$ cat src/rtl/v850_pkg.sv
`default_nettype none
// ============================================================================
// v850_pkg: shared types for the V850 decode stage (formats, opcodes, record)
// Revision: 1.0
// ============================================================================
package v850_pkg;

    localparam int V850_PC_W = 25;

    typedef enum logic [2:0] {
        FMT_I   = 3'd0,
        FMT_II  = 3'd1,
        FMT_III = 3'd2,
        FMT_IV  = 3'd3,
        FMT_V   = 3'd4,
        FMT_VI  = 3'd5,
        FMT_VII = 3'd6
    } fmt_t;

    localparam logic [5:0] OP_ADDI  = 6'h30;
    localparam logic [5:0] OP_MOVEA = 6'h31;
    localparam logic [5:0] OP_MOVHI = 6'h32;
    localparam logic [5:0] OP_ORI   = 6'h34;
    localparam logic [5:0] OP_XORI  = 6'h35;
    localparam logic [5:0] OP_ANDI  = 6'h36;

    typedef struct packed {
        logic [V850_PC_W-1:0] pc;
        logic [5:0]           opcode;
        logic [4:0]           reg1;
        logic [4:0]           reg2;
        logic [31:0]          imm;
        fmt_t                 fmt;
        logic                 len32;
    } decoded_t;

endpackage
`default_nettype wire

$ cat src/rtl/v850_skid_buffer.sv
`default_nettype none
// ============================================================================
// v850_skid_buffer: two-entry valid/ready buffer (output reg + skid reg), flushable
// Revision: 1.0
// ============================================================================
module v850_skid_buffer
    import v850_pkg::*;
#(
    parameter type T = decoded_t
) (
    input  logic clk,
    input  logic reset,
    input  logic flush,
    input  logic in_valid,
    output logic in_ready,
    input  T     in_data,
    output logic out_valid,
    input  logic out_ready,
    output T     out_data
);

    logic r_out_valid;
    logic r_skid_valid;
    T     r_out_data;
    T     r_skid_data;

    logic w_accept;
    logic w_out_free;

    // The skid entry only fills while the output entry is stalled, so
    // ready depends solely on skid occupancy and is therefore registered.
    assign w_accept   = in_valid && !r_skid_valid && !flush;
    assign w_out_free = !r_out_valid || out_ready;

    always_ff @(posedge clk or posedge reset) begin
        if (reset) begin
            r_out_valid  <= 1'b0;
            r_skid_valid <= 1'b0;
            r_out_data   <= '0;
            r_skid_data  <= '0;
        end else if (flush) begin
            r_out_valid  <= 1'b0;
            r_skid_valid <= 1'b0;
        end else if (w_out_free) begin
            if (r_skid_valid) begin
                r_out_data   <= r_skid_data;
                r_out_valid  <= 1'b1;
                r_skid_valid <= 1'b0;
            end else begin
                r_out_valid <= w_accept;
                if (w_accept) begin
                    r_out_data <= in_data;
                end
            end
        end else if (w_accept) begin
            r_skid_data  <= in_data;
            r_skid_valid <= 1'b1;
        end
    end

    assign in_ready  = !r_skid_valid;
    assign out_valid = r_out_valid;
    assign out_data  = r_out_data;

endmodule
`default_nettype wire

$ cat src/rtl/v850_decode_stage.sv
`default_nettype none
// ============================================================================
// v850_decode_stage: splits fetched V850 instructions into execute-stage fields
// Revision: 1.0
// ============================================================================
module v850_decode_stage
    import v850_pkg::*;
#(
    parameter int PC_W   = V850_PC_W,
    parameter int INSN_W = 32
) (
    input  logic              clk,
    input  logic              reset,
    input  logic              flush_i,
    input  logic              valid_i,
    output logic              ready_o,
    input  logic [INSN_W-1:0] instruction_i,
    input  logic [PC_W-1:0]   PC_i,
    output logic              valid_o,
    input  logic              ready_i,
    output logic [PC_W-1:0]   PC_o,
    output logic [5:0]        opcode_o,
    output logic [4:0]        reg1_o,
    output logic [4:0]        reg2_o,
    output logic [31:0]       imm_o,
    output fmt_t              format_o,
    output logic              len32_o
);

    function automatic decoded_t decode(input logic [31:0] insn, input logic [V850_PC_W-1:0] pc);
        decoded_t    d;
        logic [5:0]  op;
        logic [15:0] hi;
        op      = insn[10:5];
        hi      = insn[31:16];
        d.pc     = pc;
        d.opcode = op;
        d.reg1   = insn[4:0];
        d.reg2   = insn[15:11];
        d.len32  = (op[5:4] == 2'b11);

        // Logical immediates zero-extend; every other 32-bit form sign-extends.
        if (op[5:2] == 4'b0100) begin
            d.imm = {{27{insn[4]}}, insn[4:0]};
        end else if (op == OP_ORI || op == OP_XORI || op == OP_ANDI) begin
            d.imm = {16'h0000, hi};
        end else if (op == OP_MOVHI) begin
            d.imm = {hi, 16'h0000};
        end else if (op == OP_ADDI || op == OP_MOVEA || d.len32) begin
            d.imm = {{16{hi[15]}}, hi};
        end else begin
            d.imm = '0;
        end

        casez (op[5:2])
            4'b00??: d.fmt = FMT_I;
            4'b010?: d.fmt = FMT_II;
            4'b011?: d.fmt = FMT_IV;
            4'b100?: d.fmt = FMT_IV;
            4'b1010: d.fmt = FMT_IV;
            4'b1011: d.fmt = FMT_III;
            4'b110?: d.fmt = FMT_VI;
            4'b1110: d.fmt = FMT_VII;
            default: d.fmt = FMT_V;
        endcase
        return d;
    endfunction

    decoded_t w_dec;
    decoded_t w_out;

    assign w_dec = decode(instruction_i[31:0], PC_i);

    v850_skid_buffer #(
        .T (decoded_t)
    ) u_skid (
        .clk       (clk),
        .reset     (reset),
        .flush     (flush_i),
        .in_valid  (valid_i),
        .in_ready  (ready_o),
        .in_data   (w_dec),
        .out_valid (valid_o),
        .out_ready (ready_i),
        .out_data  (w_out)
    );

    assign PC_o     = w_out.pc;
    assign opcode_o = w_out.opcode;
    assign reg1_o   = w_out.reg1;
    assign reg2_o   = w_out.reg2;
    assign imm_o    = w_out.imm;
    assign format_o = w_out.fmt;
    assign len32_o  = w_out.len32;

endmodule
`default_nettype wire

$ cat config.mk
export PLATFORM = sky130hd
export DESIGN_NAME = v850_decode_stage
export DESIGN_NICKNAME = d
export VERILOG_FILES = /design/src/rtl/v850_pkg.sv /design/src/rtl/v850_skid_buffer.sv /design/src/rtl/v850_decode_stage.sv
export SDC_FILE = /design/constraint.sdc
export NUM_CORES = 1
export LEC_CHECK = 0
export ABC_AREA = 1
export CORE_MARGIN = 4
export CORE_UTILIZATION = 47
export DETAILED_ROUTE_END_ITERATION = 8
export PLACE_DENSITY = 0.85
export REMOVE_ABC_BUFFERS = 1
export SLEW_MARGIN = 20
export SYNTH_ARGS = -nofsm -noshare
export SYNTH_HDL_FRONTEND = slang
export SYNTH_SLANG_ARGS = --single-unit
export TNS_END_PERCENT = 20
$ cat constraint.sdc
create_clock -name clk -period 4.3 [get_ports clk]
set_input_delay 0.43 -clock clk [delete_from_list [all_inputs] [get_ports clk]]
set_output_delay 0.43 -clock clk [all_outputs]
set_load 0.1 [all_outputs]
# After elaboration in Yosys (flattened, before gate mapping)
# Cells that the tools add are included.
[totals] in_bits=62 out_inout_bits=79 register_bits=156 elab_cells=63
[op_classes] bitwise=2 n_eq_ne=15 n_reduce_logical=17 n_mux=13
[op_table] operator="2-to-1 mux 77 bit" n=2
[op_table] operator="2-to-1 mux 32 bit" n=4
[op_table] operator="equality test 6 bit (second input constant)" n=6
[op_table] operator="case mux 3 bit (6 select lines)" n=1
[op_table] operator="equality test 4 bit (second input constant)" n=3
[op_table] operator="equality test 3 x 2 -> 1 bit (second input constant)" n=2
[op_table] operator="equality test 3 bit (second input constant)" n=2
[op_table] operator="2-to-1 mux 1 bit" n=6
[op_table] operator="AND reduction 3 bit" n=2
[op_table] operator="logical OR 1 bit" n=5
[op_table] operator="equality test 4 x 3 -> 1 bit (second input constant)" n=1
[op_table] operator="nonzero test 2 bit" n=2
[op_table] operator="logical NOT 1 bit" n=3
[op_table] operator="nonzero test 3 bit" n=1
[op_table] operator="OR reduction 3 bit" n=1
[op_table] operator="equality test 2 bit (second input constant)" n=1
[op_table] operator="logical AND 1 bit" n=2
[op_table] operator="logical NOT 2 bit" n=1
[op_table] operator="inverter 1 bit" n=2

# Depth between registers and ports, before layout
# Gate-level depths: netlist (run 1).
[logic_depth] depth_word=9 mapped_depth=9 mapped_depth_nobuf=8

# Modules after synthesis
# Synthesis (run 1) repeated with hierarchy kept, for this count alone.
[hier_totals] hier_cells=1061 area_unflattened_um2=7885.1
[modules_own_cells] mod="v850_skid_buffer" area_per_inst_um2=7144.4 cells_each=932 n_inst=1 seq_area_each_um2=3903.7
[modules_own_cells] mod="v850_decode_stage" area_per_inst_um2=740.7 cells_each=129 n_inst=1 seq_area_each_um2=0.0

# Least setup slack after synthesis (run 1)
# Ideal clock, no wire load.
[synth_timing] kind="reg2reg" startpoint="register u_skid.r_out_valid, in the netlist u_skid.out_valid" endpoint="register u_skid.r_skid_data[20] in the netlist's numbering" setup_ps=138 required_time_ps=4162 period_less_slack_ps=1938 arrival_ps=1800 path_slack_ps=2362 stages_incl_launch_ff=7 cell_sequence="dfrtp_1 -> inv_1 -> nor2_1 -> nand4_1 -> inv_2 -> clkbuf_1 -> a31oi_1"
[synth_between] elab_chain_cells=4
[synth_lines] element="start: declaration" line_no="v850_skid_buffer.sv:22" rtl="logic r_out_valid;"
[synth_lines] element="start signal: assignment" line_no="v850_skid_buffer.sv:50" rtl="r_out_valid <= w_accept;"
[synth_lines] element="logical NOT 1 bit" line_no="v850_skid_buffer.sv:33" rtl="assign w_out_free = !r_out_valid || out_ready;"
[synth_lines] element="logical OR 1 bit" line_no="v850_skid_buffer.sv:33"
[synth_lines] element="inverter 1 bit (no line)"
[synth_lines] element="AND reduction 3 bit (no line)"
[synth_lines] element="end signal: assignment" line_no="v850_skid_buffer.sv:56" rtl="r_skid_data <= in_data;"
[synth_lines] element="end: declaration" line_no="v850_skid_buffer.sv:25" rtl="T r_skid_data;"
# No other way between the ends.
# A chain may end at the register's enable or synchronous reset.

# Worst setup path in the final report (run 1)
[layout_timing] startpoint="register u_skid.r_skid_valid" endpoint="register u_skid.r_skid_data[35] in the netlist's numbering"
[layout_between] elab_chain_cells=4
[layout_lines] element="start: declaration" line_no="v850_skid_buffer.sv:23" rtl="logic r_skid_valid;"
[layout_lines] element="start signal: assignment" line_no="v850_skid_buffer.sv:38" rtl="r_skid_valid <= 1'b0;"
[layout_lines] element="start signal: assignment" line_no="v850_skid_buffer.sv:43" rtl="r_skid_valid <= 1'b0;"
[layout_lines] element="start signal: assignment" line_no="v850_skid_buffer.sv:48" rtl="r_skid_valid <= 1'b0;"
[layout_lines] element="logical NOT 1 bit" line_no="v850_skid_buffer.sv:32" rtl="assign w_accept = in_valid && !r_skid_valid && !flush;"
[layout_lines] element="logical AND 1 bit (2 in series)" line_no="v850_skid_buffer.sv:32"
[layout_lines] element="AND reduction 3 bit (no line)"
# No other way between the ends.

==> flow_metrics.env, run 1 <==
export IMPL_port_buffers=140
export IMPL_synth_area_um2=7140
export IMPL_viasPerCell=5.28
export IMPL_drt_iter0_drc=495
export IMPL_htree_levels=4
export IMPL_path_clk_slew_ps=60
export IMPL_status="finished, final reports clean"
export IMPL_tightest_slew_ps=1030
export IMPL_layout_drive_gt1_share_pct=6.51
export IMPL_drc_errors=0
export IMPL_syn_avg_cell_area_um2=8.39
export IMPL_maxCapViolations=0
export IMPL_crit_path_end="u_skid.r_skid_data[35]"
export IMPL_synth_most_common_cell="nand2_1"
export IMPL_crit_reg2reg_launch="u_skid.r_skid_valid"
export IMPL_ctsHoldBuffers=0
export IMPL_grt_antenna_before_repair=0
export IMPL_post_cts_buffers=0
export IMPL_die_area_um2=17200
export IMPL_p_total_uw=4950
export IMPL_die_x_um=131
export IMPL_ys_types=28
export IMPL_rsz0062_at_grt="no"
export IMPL_synth_edf_count=0
export IMPL_yosys_top_cells_count="227 x nand2_1, 154 x dfrtp_1, 137 x o21ai_0, 70 x nor2_1, 59 x inv_1"
export IMPL_hold_viol=0
export IMPL_gp_congestion=0.815
export IMPL_synth_seq_cells=154
export IMPL_p_per_area_nw_per_um2=547
export IMPL_finalSetupViolCount=0
export IMPL_grt_pass1_vias=5970
export IMPL_synth_seq_area_share_pct=53.9
export IMPL_power_switching_uw=1990
export IMPL_synthCells=851
export IMPL_reg2reg_to="u_skid.r_skid_data[35]"
export IMPL_area_growth_pct=26.7
export IMPL_clock_path_buffers=2
export IMPL_p_int_uw=2960
export IMPL_rrSetupSlack_ps=1600
export IMPL_worstPathRequired_ps=4620
export IMPL_whs_ps=479
export IMPL_grt_max_degree=105
export IMPL_wl_mm=17.5
export IMPL_die_h_um=131
export IMPL_io_pin_count=141
export IMPL_critPathMaxFanout=61
export IMPL_yosysTopAreaCellShare_pct=53.9
export IMPL_rr_worst_depth=5
export IMPL_fin_crit_ps=2700
export IMPL_coreArea_um2=14700
export IMPL_grt_overflow=0
export IMPL_crit_path_start_kind="flop"
export IMPL_hpwl_mm=11.0
export IMPL_skew_ps=6.77
export IMPL_wl_per_cell_um=15.2
export IMPL_pwr_share_comb_pct=33.3
export IMPL_post_cts_resized=0
export IMPL_final_cells=1152
export IMPL_core_rowCount=44
export IMPL_tritoncts="yes"
export IMPL_cts_root_buf="clkbuf_16"
export IMPL_critPathArrivalTime_ps=3020
export IMPL_end_kind="flop"
export IMPL_yosysTopAreaCell="dfrtp_1"
export IMPL_via_count=6077
export IMPL_ir_drop_mv=0.284
export IMPL_grt_usage_pct=20.4
export IMPL_holdPathStages=2
export IMPL_dp_cells=1120
export IMPL_insertion_delay_ps=420
export IMPL_drv_slew=0
export IMPL_fin_nets=1017
export IMPL_synth_area_leaders="dfrtp_1 54%, nand2_1 12%, o21ai_0 9.6%"
export IMPL_critPathKind="flop to flop"
export IMPL_start_util_pct=48.6
export IMPL_min_period_over_period_pct=62.7
export IMPL_startpoint="u_skid.r_skid_valid"
export IMPL_antenna_left=0
export IMPL_cts_buffers=17
export IMPL_power_share_sequential_pct=38.5
export IMPL_synth_ff_type="dfrtp_1"
export IMPL_grt_pass1_wl_mm=29.3
export IMPL_p_leak_uw=0.00441
export IMPL_p_sw_share_pct=40.2
export IMPL_slew_headroom_pct=31.1
export IMPL_yosysWarnings=0
export IMPL_synthArstFlopShare_pct=100
export IMPL_p_clk_share_pct=28.2
export IMPL_worstHoldPathType="flop to flop"
export IMPL_antenna_cells=0
export IMPL_dr_pass1_iters=5
export IMPL_fmax_mhz=371
export IMPL_clock_sinks=154
## cell usage in the layout (no fill, tap or decap), types with 11 or more instances in the layout
| master | n |
|---|---|
| inv_1 | 58 |
| clkbuf_16 | 17 |
| nand3_1 | 39 |
| nor2_1 | 70 |
| dfrtp_1 | 154 |
| nand4_1 | 16 |
| nand2_1 | 227 |
| nand3_2 | 11 |
| o21ai_1 | 13 |
| a31oi_1 | 29 |
| clkdlybuf4s50_1 | 139 |
| o21ai_0 | 137 |
## through the flow
| stage | TNS [ps] | utilization, % | instance area, µm² | setup slack [ps] |
|---|---|---|---|---|
| global route | 0 | 61.6 | 9050 | 1360 |
| CTS | 0 | 61.6 | 9050 | 1630 |
| global placement | 0 | 57.8 | 8500 | 1400 |
| floorplan | -66150 | - | 6790 | -712 |
| finish | 0 | 61.6 | 9050 | 1600 |
| detailed placement | 0 | 57.8 | 8500 | 1350 |
## worst max-delay path: stages (launching register included)
cell     delay, ps
dfrtp_1        690
inv_4          590
nand4_1        220
inv_2          750
nor2_1         130
a31oi_1        200
## flip-flops by register name, indices dropped and copies added (netlist names)
signal               cells
u_skid.r_skid_valid      1
u_skid.out_data         76
u_skid.out_valid         1
u_skid.r_skid_data      76
## layout make-up
| class | instances | area, µm² |
|---|---|---|
| clock inverter | 12 | 101 |
| tap | 184 | 230 |
| sequential | 154 | 3850 |
| timing repair buffer | 148 | 1470 |
| fill | 1219 | 5650 |
| inverter | 63 | 251 |
| multi-input combinational | 571 | 2690 |
| clock buffer | 20 | 447 |
## power by group through the flow
| stage | registers, µW | clock network (µW) | logic (µW) |
|---|---|---|---|
| finish | 1910 | 1400 | 1650 |
| global route | 1940 | 1480 | 1750 |
| CTS | 1900 | 1410 | 1660 |
| detailed placement | 1920 | 0 | 1650 |
| global placement | 1910 | 0 | 1630 |
| floorplan | 2760 | 0 | 360 |
## per-layer routing
layer  track usage [%]  vias to the layer above  wire [µm]
li1                  -                     2994          -
met1              27.1                     2844       7760
met2              32.5                      188       8270
met3              3.98                       51        866
met4              9.57                        0        595
met5                 0                        -          0
## worst min-delay path by stage
stage / startpoint / to / slack [ps]
floorplan: u_skid.r_skid_data[4] / u_skid.r_skid_data[4] / 440
global placement: u_skid.r_skid_data[7] / u_skid.r_skid_data[7] / 460
detailed placement: u_skid.r_skid_data[5] / u_skid.r_skid_data[5] / 460
CTS: u_skid.r_skid_data[5] / u_skid.r_skid_data[5] / 480
global route: u_skid.r_skid_data[6] / u_skid.r_skid_data[6] / 490
finish: u_skid.r_skid_data[4] / u_skid.r_skid_data[4] / 480
## cell families (layout without fill, tap and decap cells)
logic type,Yosys count,after routing,synth area share (%)
AO/OA/AOI/OAI,199,199,15.0
buffers and inverters,126,243,8.36
AND/OR/NAND/NOR,372,372,22.7
flip-flops,154,154,53.9
Note: power is estimated with default switching activity, not from simulation.
==> run 2: changes to the inputs <==
--- a/config.mk
+++ b/config.mk
@@ -9,7 +9,7 @@
 export CORE_MARGIN = 4
 export CORE_UTILIZATION = 47
 export DETAILED_ROUTE_END_ITERATION = 8
-export PLACE_DENSITY = 0.85
+export PLACE_DENSITY = 0.82
 export REMOVE_ABC_BUFFERS = 1
 export SLEW_MARGIN = 20
 export SYNTH_ARGS = -nofsm -noshare
==> constraint.sdc (replaced) <==
create_clock -name clk -period 2.5 [get_ports clk]
set_input_delay 0.25 -clock clk [delete_from_list [all_inputs] [get_ports clk]]
set_output_delay 0.25 -clock clk [all_outputs]
set_load 0.1 [all_outputs]
==> run 2 against run 1 <==
  * Clock skew fell by 2.2 ps
  * Core utilization fell by 0.68 points
  * First-iteration DRC count rose by 7.7%
  * Critical endpoint is now ready_o
  * Largest power group unchanged
==> flow_metrics.env, run 2 (synthesis gave the netlist of run 1 again) <==
export IMPL_grt_util_met3_pct=5.62
export IMPL_grt_antenna_before_repair=0
export IMPL_fin_crit_ps=1840
export IMPL_die_area_um2=17200
export IMPL_ir_drop_mv=0.480
export IMPL_worstPathRequired_ps=2250
export IMPL_maxCapViolations=0
export IMPL_fill_cells=1280
export IMPL_met2_usage_pct=31.7
export IMPL_drt_iter0_drc=533
export IMPL_rr_worst_depth=7
export IMPL_antenna_cells=0
export IMPL_hpwl_mm=11.1
export IMPL_coreArea_um2=14700
export IMPL_status="finished, final reports clean"
export IMPL_die_h_um=131
export IMPL_start_util_pct=48.6
export IMPL_p_leak_uw=0.00456
export IMPL_layout_common_cells="227 x nand2_1, 154 x dfrtp_1, 137 x o21ai_0"
export IMPL_grt_pass1_wl_mm=28.5
export IMPL_drc_errors=0
export IMPL_fin_util_pct=60.9
export IMPL_multiInputGateArea_um2=2690
export IMPL_cp_depth=3
export IMPL_core_rowCount=44
export IMPL_critPathMaxFanout=134
export IMPL_wl_mm=17.2
export IMPL_io_pin_count=141
export IMPL_drv_slew=0
export IMPL_path_cells="inv_4 > buf_12 > buf_12"
export IMPL_ctsHoldBuffers=0
export IMPL_path_clk_slew_ps=60
export IMPL_cts_buffers=17
export IMPL_antenna_left=0
export IMPL_post_cts_buffers=0
export IMPL_gp_congestion=0.872
export IMPL_layout_drive_gt1_share_pct=14.8
export IMPL_crit_path_start_kind="flop"
export IMPL_final_common_cell="nand2_1"
export IMPL_path_buf_inv=3
export IMPL_tightest_slew_ps=695
export IMPL_critPathArrivalTime_ps=1590
export IMPL_slew_headroom_pct=53.7
export IMPL_p_per_area_nw_per_um2=938
export IMPL_post_cts_resized=0
export IMPL_via_count=6081
export IMPL_min_period_over_period_pct=73.5
export IMPL_die_x_um=131
export IMPL_dr_pass1_iters=7
export IMPL_viasPerCell=5.26
export IMPL_startpoint="u_skid.r_skid_valid"
export IMPL_insertion_delay_ps=420
export IMPL_tritoncts="yes"
export IMPL_port_buffers=140
export IMPL_whs_ps=248
export IMPL_htree_levels=4
export IMPL_path_delay_family="buffers and inverters"
export IMPL_cts_root_buf="clkbuf_16"
export IMPL_top_usage_layer="met2"
export IMPL_cp_common_cell="buf_12"
export IMPL_met1_usage_pct=26.8
export IMPL_grt_usage_pct=20.1
export IMPL_worstHoldPathType="input pin to asynchronous set/reset pin"
export IMPL_grt_overflow=0
export IMPL_ff_latch_area_um2=3850
export IMPL_end_kind="primary output"
export IMPL_skew_ps=4.59
export IMPL_rsz0062_at_grt="no"
export IMPL_slowest_delay_ps=430
export IMPL_grt_pass1_vias=5652
export IMPL_critPathKind="flop to primary output"
export IMPL_hold_viol=0
export IMPL_grt_max_degree=135
export IMPL_clock_path_buffers=2
export IMPL_area_growth_pct=25.3
export IMPL_cp_slowest_cell="dfrtp_1"
export IMPL_crit_reg2reg_launch="u_skid.r_skid_valid"
export IMPL_clock_sinks=154
export IMPL_fmax_mhz=544
export IMPL_finalSetupViolCount=0
export IMPL_wl_per_cell_um=14.9
export IMPL_fin_nets=1021
run 2: changes by cell type in the layout (fill, tap and decap cells not counted), sizes merged:
cell,delta
clkinv,-1
buf,+82
clkdlybuf4s50,-78
inv,+1
run 2: path summary, 6_finish.rpt:
kind                       slack, ps                      to
max                              660                 ready_o
min                              250  u_skid.r_skid_data[74]
max reg2reg                      700     u_skid.out_data[30]
min reg2reg                      480   u_skid.r_skid_data[7]
max in group asynchronous       1480     u_skid.out_data[40]
min in group clk                 410  u_skid.r_skid_data[73]
run 2: routing by layer:
layer / vias up / wire, µm
li1: 3002 / -
met1: 2851 / 7620
met2: 197 / 8050
met3: 31 / 1160
met4: 0 / 403
met5: - / 0
run 2: worst reg2reg max path: stages (launching register included):
cell	delay [ps]
dfrtp_1	430
o21ai_1	240
nor2_1	120
inv_4	60
buf_4	550
nor2_1	140
nand2_1	100
nand2_1	50
run 2: final cells by class:
| type | count | area share, % |
|---|---|---|
| sequential | 154 | 43.1 |
| multi-input combinational | 571 | 30.1 |
| timing repair buffer | 152 | 15.4 |
| clock buffer | 20 | 4.88 |
| inverter | 63 | 2.81 |
| tap | 184 | 2.57 |
| clock inverter | 12 | 1.13 |
run 2: power breakdown:
group	switching (µW)	internal, µW
combinational	2120	649
sequential	273	3000
clock	991	1360
total	3380	5010
run 2: through the flow:
stage / std cells / worst slack (ps) / instance area [µm²] / power, µW / TNS (ps)
CTS: 1156 / 611 / 8950 / 8460 / 0
global route: 1156 / 467 / 8950 / 8770 / 0
detailed placement: 1124 / 445 / 8410 / 6090 / 0
finish: 1156 / 662 / 8950 / 8390 / 0
floorplan: 788 / -2510 / 6790 / 5370 / -463840
global placement: 1124 / 525 / 8410 / 6030 / 0
==> run 3: changes to the inputs <==
--- a/config.mk
+++ b/config.mk
@@ -9,7 +9,7 @@
 export CORE_MARGIN = 4
 export CORE_UTILIZATION = 47
 export DETAILED_ROUTE_END_ITERATION = 8
-export PLACE_DENSITY = 0.82
+export PLACE_DENSITY = 0.85
 export REMOVE_ABC_BUFFERS = 1
 export SLEW_MARGIN = 20
 export SYNTH_ARGS = -nofsm -noshare
==> constraint.sdc (replaced) <==
create_clock -name clk -period 1.5 [get_ports clk]
set_input_delay 0.15 -clock clk [delete_from_list [all_inputs] [get_ports clk]]
set_output_delay 0.15 -clock clk [all_outputs]
set_load 0.1 [all_outputs]
==> run 3 against run 2 <==
  * Worst setup slack got worse by 620 ps
  * Critical path type unchanged
  * Total power is 86% higher
  * Critical path depth unchanged
  * Largest cell class unchanged
  * Count of clock-buffer cells in the layout rose by 4
==> flow_metrics.env, run 3 (synthesis gave the netlist of run 1 again) <==
export IMPL_status="finished, final reports clean"
export IMPL_crit_path_start_kind="flop"
export IMPL_grt_pass1_wl_mm=33.6
export IMPL_drv_slew=0
export IMPL_tritoncts="yes"
export IMPL_layout_common_cells="227 x nand2_1, 154 x dfrtp_1, 137 x o21ai_0"
export IMPL_via_count=6825
export IMPL_clock_sinks=154
export IMPL_finalSetupViolCount=0
export IMPL_p_total_uw=15600
export IMPL_die_h_um=131
export IMPL_cts_root_buf="clkbuf_16"
export IMPL_antenna_left=0
export IMPL_grt_pass1_vias=6547
export IMPL_start_util_pct=48.6
export IMPL_final_common_cell="nand2_1"
export IMPL_worstPathRequired_ps=1350
export IMPL_maxCapViolations=0
export IMPL_path_clk_slew_ps=60
export IMPL_p_leak_uw=0.00521
export IMPL_critPathKind="flop to primary output"
export IMPL_fin_nets=1061
export IMPL_cp_slowest_cell="dfrtp_1"
export IMPL_fmax_mhz=684
export IMPL_p_per_area_nw_per_um2=1480
export IMPL_die_area_um2=17200
export IMPL_path_buf_inv=3
export IMPL_ctsHoldBuffers=0
export IMPL_grt_max_degree=59
export IMPL_area_growth_pct=48.0
export IMPL_skew_ps=6.09
export IMPL_gp_congestion=0.879
export IMPL_critPathMaxFanout=14
export IMPL_rrSetupSlack_ps=60
export IMPL_wl_per_cell_um=18.1
export IMPL_met2_length_mm=10.5
export IMPL_core_rowCount=44
export IMPL_end_kind="primary output"
export IMPL_critPathArrivalTime_ps=1310
export IMPL_insertion_delay_ps=420
export IMPL_m1WireLength_mm=8.59
export IMPL_tightest_slew_ps=344
export IMPL_io_pin_count=141
export IMPL_drt_iter0_drc=752
export IMPL_dr_wl_met3_mm=1.56
export IMPL_htree_levels=4
export IMPL_min_period_over_period_pct=97.5
export IMPL_port_buffers=140
export IMPL_viasPerCell=5.70
export IMPL_worstHoldPathType="input pin to asynchronous set/reset pin"
export IMPL_layout_drive_gt1_share_pct=18.3
export IMPL_cts_buffers=17
export IMPL_grt_antenna_before_repair=1
export IMPL_fin_crit_ps=1460
export IMPL_grt_usage_pct=23.8
export IMPL_die_x_um=131
export IMPL_rsz0062_at_grt="yes"
export IMPL_drc_errors=0
export IMPL_coreArea_um2=14700
export IMPL_wl_mm=21.7
export IMPL_slew_headroom_pct=77.0
export IMPL_tns_ps=0
export IMPL_grt_overflow=0
export IMPL_path_delay_family="buffers and inverters"
export IMPL_clock_path_buffers=2
export IMPL_topRoutingLayerUsed="met4"
export IMPL_path_cells="inv_4 > buf_16 > buf_12"
export IMPL_dr_pass1_iters=4
export IMPL_hpwl_mm=13.1
export IMPL_slowest_delay_ps=420
export IMPL_hold_viol=0
export IMPL_ir_drop_mv=0.866
-- run 3: cell count changes in the layout (fill, tap and decap cells not counted), sizes merged --
| cell | previous run | this run |
|---|---|---|
| bufbuf | 0 | 3 |
| clkinvlp | 2 | 1 |
| diode | 0 | 1 |
| bufinv | 1 | 2 |
| clkinv | 9 | 6 |
| buf | 91 | 123 |
| inv | 63 | 62 |
| clkbuf | 20 | 29 |
-- run 3: per-stage QoR --
step                      area [µm²]  std cells  worst slack, ps  hold slack [ps]  utilization [%]
after detailed placement        9700       1154             -232              466             66.0
after floorplan                 6790        788            -3510              223                -
after global routing           10600       1197            -75.0              103             71.9
after CTS                      10400       1189             28.1             77.7             70.6
final                          10600       1197             38.2             81.9             71.9
after global placement          9700       1154             -187              458             66.0
-- run 3: worst register-to-register path: cells and delay by family (launching register included) --
kind,cells,cell delay (ps)
simple gates,3,330
compound gates,1,170
buf+inv,4,480
flops,1,360
-- run 3: final cells by class --
cell class	instances	area (µm²)
sequential	154	3850
clock inverter	8	92.6
timing repair buffer	192	2940
clock buffer	24	482
inverter	63	262
tap	184	230
fill	923	4130
antenna	1	2.50
multi-input combinational	571	2700
-- run 3: repair_timing --
item | 4_1_cts | 5_1_grt
resized for setup | 3 | 11
cloned | 3 | 5
pin swaps | 0 | 1
endpoints found under the setup margin | 18 | 91
buffers inserted | 0 | 2
-- run 3: worst paths after layout --
check,start,to,depth (start not counted)
max,u_skid.r_skid_valid,ready_o,3
min,reset,u_skid.r_skid_data[47],2
max reg2reg,u_skid.out_valid,u_skid.r_skid_data[10],8
min reg2reg,u_skid.r_skid_data[43],u_skid.r_skid_data[43],2
max in group asynchronous,reset,u_skid.out_data[37],3
min in group clk,instruction_i[15],u_skid.r_skid_data[40],3
-- run 3: power by group --
group          total [µW]  internal, µW  switching [µW]
registers            5700          5000             703
clock network        4200          2570            1630
logic                5740          2070            3670
-- run 3: layer usage --
layer,vias to the layer above,track usage (%)
met2,372,37.9
met5,-,0
li1,3093,-
met1,3274,31.3
met4,0,11.1
met3,86,5.08
